## config.mk

```make
export PLATFORM = sky130hd
export DESIGN_NAME = led_pattern_gen
export DESIGN_NICKNAME = d
export VERILOG_FILES = /design/src/rtl/led_pkg.sv /design/src/rtl/led_tick_gen.sv /design/src/rtl/led_pattern_gen.sv
export SDC_FILE = /design/constraint.sdc
export NUM_CORES = 1
export LEC_CHECK = 0
export ABC_AREA = 1
export CORE_MARGIN = 3
export CORE_UTILIZATION = 46
export DETAILED_ROUTE_END_ITERATION = 6
export GPL_TIMING_DRIVEN = 0
export PLACE_DENSITY = 0.66
export SLEW_MARGIN = 10
export SYNTH_ARGS = -nofsm -noshare
export SYNTH_HDL_FRONTEND = slang
export SYNTH_SLANG_ARGS = --single-unit
```

## constraint.sdc

```tcl
create_clock -name sys_clk -period 3 [get_ports sys_clk]
set_input_delay 0.9 -clock sys_clk [delete_from_list [all_inputs] [get_ports sys_clk]]
set_output_delay 0.9 -clock sys_clk [all_outputs]
set_load 0.05 [all_outputs]
```

## src/rtl/led_pkg.sv

```systemverilog
// Shared encodings for the LED pattern engine.
//   MODE_*  : run-time pattern selection values carried on the mode input
//   state_e : pattern sequencer states
package led_pkg;

  localparam logic [1:0] MODE_ROT_L  = 2'd0;
  localparam logic [1:0] MODE_ROT_R  = 2'd1;
  localparam logic [1:0] MODE_DRAIN  = 2'd2;
  localparam logic [1:0] MODE_BOUNCE = 2'd3;

  typedef enum logic [1:0] {
    StIdle,
    StRun,
    StHold
  } state_e;

endpackage

```

## src/rtl/led_tick_gen.sv

```systemverilog
// Step prescaler: counts 0..TICK_CNT-1 and wraps, pulsing tick in the last count.
//   sys_clk : clock
//   sys_rst : synchronous active-high reset (count to 0)
//   clr     : synchronous clear (count to 0), wins over en
//   en      : count enable; when low the count is held and tick is suppressed
//   tick    : combinational, high while count == TICK_CNT-1 and en is high
module led_tick_gen #(
  parameter int unsigned TICK_CNT = 10_000_000
) (
  input  logic sys_clk,
  input  logic sys_rst,
  input  logic clr,
  input  logic en,
  output logic tick
);

  localparam int unsigned CntW = $clog2(TICK_CNT);
  localparam logic [CntW-1:0] CntMax = CntW'(TICK_CNT - 1);

  logic [CntW-1:0] count_q, count_d;
  logic            at_max;

  assign at_max = (count_q == CntMax);
  assign tick   = en && at_max;

  always_comb begin
    count_d = count_q;
    if (clr) begin
      count_d = '0;
    end else if (en) begin
      count_d = at_max ? '0 : count_q + 1'b1;
    end
  end

  always_ff @(posedge sys_clk) begin
    if (sys_rst) begin
      count_q <= '0;
    end else begin
      count_q <= count_d;
    end
  end

endmodule

```

## src/rtl/led_pattern_gen.sv

```systemverilog
// LED pattern engine: a prescaled step tick advances one of four patterns
// (rotate left, rotate right, drain, bounce) with run-time mode load, restart
// and pause.
//   sys_clk   : clock
//   sys_rst   : synchronous active-high reset
//   mode      : requested mode (0 ROT_L, 1 ROT_R, 2 DRAIN, 3 BOUNCE)
//   mode_load : strobe, latch mode and reseed the pattern
//   restart   : strobe, reseed the current mode
//   pause     : level, freezes prescaler and pattern
//   led       : LED drive, 1 = on (registered)
//   cur_mode  : mode currently executing (registered)
//   tick      : combinational step pulse; the closing edge of that cycle steps
//   done      : DRAIN finished and holding all LEDs off (registered)
module led_pattern_gen
  import led_pkg::*;
#(
  parameter int unsigned NUM_LED   = 4,
  parameter int unsigned TICK_CNT  = 10_000_000,
  parameter logic [1:0]  INIT_MODE = 2'd0
) (
  input  logic               sys_clk,
  input  logic               sys_rst,
  input  logic [1:0]         mode,
  input  logic               mode_load,
  input  logic               restart,
  input  logic               pause,
  output logic [NUM_LED-1:0] led,
  output logic [1:0]         cur_mode,
  output logic               tick,
  output logic               done
);

  localparam logic [NUM_LED-1:0] LedLsb = NUM_LED'(1);
  localparam logic [NUM_LED-1:0] LedMsb = LedLsb << (NUM_LED - 1);
  localparam logic [NUM_LED-1:0] LedAll = '1;

  state_e             state_q;
  logic [NUM_LED-1:0] led_q;
  logic [1:0]         cur_mode_q;
  logic               dir_up_q;
  logic               done_q;
  logic               tick_en;
  logic               tick_clr;

  function automatic logic [NUM_LED-1:0] seed(input logic [1:0] m);
    logic [NUM_LED-1:0] s;
    case (m)
      MODE_ROT_R: s = LedMsb;
      MODE_DRAIN: s = LedAll;
      default:    s = LedLsb;  // ROT_L and BOUNCE both start at bit0
    endcase
    return s;
  endfunction

  // Prescaler runs only while a pattern is live; in HOLD it stays parked at 0.
  assign tick_en  = !pause && (state_q != StHold);
  assign tick_clr = mode_load || restart;

  led_tick_gen #(
    .TICK_CNT (TICK_CNT)
  ) u_tick_gen (
    .sys_clk (sys_clk),
    .sys_rst (sys_rst),
    .clr     (tick_clr),
    .en      (tick_en),
    .tick    (tick)
  );

  always_ff @(posedge sys_clk) begin
    if (sys_rst) begin
      state_q    <= StIdle;
      led_q      <= '0;
      cur_mode_q <= INIT_MODE;
      dir_up_q   <= 1'b1;
      done_q     <= 1'b0;
    end else if (mode_load) begin
      state_q    <= StRun;
      led_q      <= seed(mode);
      cur_mode_q <= mode;
      dir_up_q   <= 1'b1;
      done_q     <= 1'b0;
    end else if (restart) begin
      state_q  <= StRun;
      led_q    <= seed(cur_mode_q);
      dir_up_q <= 1'b1;
      done_q   <= 1'b0;
    end else if (tick) begin
      // tick already implies !pause and state != HOLD
      case (state_q)
        StIdle: begin
          led_q    <= seed(cur_mode_q);
          dir_up_q <= 1'b1;
          state_q  <= StRun;
        end
        StRun: begin
          case (cur_mode_q)
            MODE_ROT_L: led_q <= {led_q[NUM_LED-2:0], led_q[NUM_LED-1]};
            MODE_ROT_R: led_q <= {led_q[0], led_q[NUM_LED-1:1]};
            MODE_DRAIN: begin
              led_q <= led_q >> 1;
              if ((led_q >> 1) == '0) begin
                state_q <= StHold;
                done_q  <= 1'b1;
              end
            end
            default: begin
              // Bounce: turn around on the step after reaching an end, so each
              // end LED is lit for exactly one step.
              if (dir_up_q) begin
                if (led_q[NUM_LED-1]) begin
                  dir_up_q <= 1'b0;
                  led_q    <= led_q >> 1;
                end else begin
                  led_q <= led_q << 1;
                end
              end else begin
                if (led_q[0]) begin
                  dir_up_q <= 1'b1;
                  led_q    <= led_q << 1;
                end else begin
                  led_q <= led_q >> 1;
                end
              end
            end
          endcase
        end
        default: ;
      endcase
    end
  end

  assign led      = led_q;
  assign cur_mode = cur_mode_q;
  assign done     = done_q;

endmodule

```

==> results of run 1 <==
-- sequential cells by signal, indices dropped and copies added (netlist names) --
register / cells
u_tick_gen.count_q: 24
state_q: 2
done: 1
led: 4
cur_mode: 2
dir_up_q: 1
-- critical path: stages --
cell and delay (ns):
clkdlybuf4s50_1 0.46, a21oi_4 0.15, nand2_1 0.08, nor2_2 0.12
and2_4 0.18, buf_8 0.14
-- power by group --
group          leakage [nW]  switching [mW]  total, mW  internal [mW]
clock network        0.0472           0.173      0.357          0.184
logic                 0.735          0.0832      0.134         0.0506
registers             0.276          0.0140      0.473          0.459
-- placed cells by master (no fill, tap or decap), drive strengths merged --
cell type / count
nand2: 110
nor2: 64
inv: 48
dfxtp: 34
nand3: 20
o21ai: 16
a21oi: 13
clkdlybuf4s50: 12
nor3: 11
ha: 8
clkbuf: 6
nand4: 5
buf: 5
or2: 4
xor2: 3
nand3b: 3
and3: 3
o21bai: 2
and2: 1
mux2i: 1
o211ai: 1
clkinv: 1
clkinvlp: 1
-- layer usage --
layer,part of all wire,vias up,track usage
met5,0,-,0
met2,0.44,53,0.288
met1,0.50,920,0.258
met3,0.049,6,0.0467
li1,-,1136,-
met4,0.011,0,0.0632
-- logic make-up (layout without fill, tap and decap cells) --
group           count (synthesis)  count (layout)  synth area share
compound gates                 32              32            0.0842
xor+xnor                        3               3            0.0121
fa+ha+maj                       8               8            0.0461
buf+inv                        50              73            0.0934
flops                          34              34             0.314
mux                             1               1           0.00461
simple gates                  221             221             0.446
-- path summary, 6_finish.rpt --
check	startpoint	to	cells after the start
hold reg to reg	done	done	2
setup / recovery	pause	tick	6
hold / removal	done	done	2
setup reg to reg	u_tick_gen.count_q[0]	u_tick_gen.count_q[16]	10
-- repair_timing --
item | in CTS | in global routing
resized for setup | 7 | 2
pin swaps | 0 | 0
setup endpoints to repair | 1 | 1
setup buffers | 1 | 1
-- per-stage QoR --
step	instance area, µm²	power [mW]
after floorplan	2170	0.574
after global placement	2370	0.615
after detailed placement	2370	0.617
after CTS	2470	0.974
after global routing	2480	1.01
final	2480	0.965
-- layout make-up --
class	count	share of cell area
Inverter	48	0.0726
Clock buffer	6	0.0333
Tap cell	52	0.0262
Buffer	2	0.00907
Clock inverter	2	0.00504
Sequential cell	34	0.274
Multi-Input combinational cell	265	0.519
Timing Repair Buffer	15	0.0605
==> impl_summary.txt, run 1 <==
----------------------------------------------------
[Clock tree]
  Root cell of the clock tree ... clkbuf_8
  Maximum buffer depth of the clock tree ... 2
  CTS Sinks ... 34
  Maximum level of the CTS H-tree ... 2
  Worst-Skew Late Latency ... 0.29 ns
  Number of buffers created by CTS ... 5
  CTS tree ... yes
  Number of hold buffers added after CTS ... 0
  Clock-pin slew of the registers on the worst-case setup and hold paths ... 0.07 ns

[Detailed routing]
  DRC violations left ... 0
  Via count ... 2115
  Wire length after detailed routing ... 4910 µm
  Per-cell via count in the routed design ... 4.99
  Number of design-rule violations left by the first detailed-router iteration ... 83
  First-pass detailed-route iteration total ... 4
  Post-route antenna net violation count ... 0
  Post-detailed-route wirelength per cell ... 11.6 µm

[Synthesis]
  Sequential area share after synthesis ... 0.314
  EDFF count, synth ... 0
  Yosys warnings ... 0
  Most area-hungry cell type in the Yosys netlist ... dfxtp_1
  Most frequent cells after synthesis ... nand2_1 (109), nor2_1 (57), inv_1 (46)
  Netlist Area Pre-Place ... 2170 µm²
  Post-Syn Area per Cell ... 6.22 µm²
  Portion of synthesized cell area occupied by the leading cell type ... 0.314
  Cell with the most instances after synthesis ... nand2_1
  Cell count after synthesis ... 349
  Unique masters post-synth ... 29
  Most instantiated flip-flop cell in the synthesis netlist ... dfxtp_1
  Top cells by area in the synthesized netlist ... dfxtp_1 (31%), nand2_1 (19%), nor2_1 (9.9%)
  Net count of the mapped netlist ... 364
  Async SR Flop Fraction ... 0
  Register bit count reported by yosys ... 34

[Timing]
  Final-report max-slew violation count ... 0
  Sum of negative setup slack ... 0 ns
  Setup violations, final ... 0
  Worst slew pin tran ... 0.495 ns
  Max frequency ... 342 MHz
  Final WS setup ... 0.0732 ns
  Period Utilization, post-route ... 0.976
  Final worst clock skew ... 0.00853 ns
  Remaining max-slew budget at the tightest pin ... 0.670
  Setup repair after global routing missed its margin ... no
  Count of final hold-check violations ... 0
  Min Tclk post-route ... 2.93 ns
  Final worst hold slack ... 0.449 ns

[Final layout]
  Finished Layout Cells ... 424
  Fraction of layout cells with a size suffix above 1 ... 0.0860
  Area overhead of the layout relative to synthesis ... 14.4%
  Fillers ... 433
  Layout Utilization ... 0.559
  Final layout net count ... 386
  Sequential standard cell area ... 681 µm²
  Number of antenna repair diodes ... 0
  Area of combinational cells with multiple inputs ... 1290 µm²

[Global routing]
  Global-route wire length before repair ... 8070 µm
  Number of global-route vias before repair ... 1809
  GRT overflow ... 0
  Global Route Usage Sum ... 0.187
  Maximum number of pins on one net before global-route repair ... 12
  Number of antenna violations at the first check in global routing ... 0

[Placed design]
  Post-placement setup slack ... -0.695 ns
  Weighted congestion at the end of routability-driven global placement ... 0.887
  Hpwl dp ... 3750 µm
  Number of port buffers ... 13
  Number of instances in the placed design ... 414

[Setup path]
  Worst Setup Path Type ... in -> out
  Worst reg-to-reg setup slack ... 1.17 ns
  Worst Path Max Fanout ... 3
  CP endpoint kind ... primary output
  Type of element launching the critical path ... primary input
  Data arrival, critical path ... 2.03 ns
  Critical path required time ... 2.10 ns

[Die]
  Die width ... 74.7 µm
  Number of top-level pins ... 15
  Placeable Area ... 4440 µm²
  Area of the die ... 5580 µm²
  Die extent in y ... 74.7 µm
  Starting utilization of the core area ... 0.488
  Count of standard-cell rows ... 24

[Pwr]
  Leakage ... 1.06 nW
  Power density of the placed cells ... 389 nW/µm²
  Maximum vdd ir drop ... 0.000249 V

[Run status]
  Outcome ... finished, final reports clean

[Job]
  Max-capacitance violation count ... 0

[Min path]
  Hold WC Path Type ... reg -> reg

----------------------------------------------------
No activity file was read; power rests on OpenSTA's default activity.
==> run 2, diff against run 1 <==
CTS_CLUSTER_SIZE = 24   (was not set)
==> results of run 2 <==
Same layout as run 1: the final DEF is identical, and so are final timing and power.
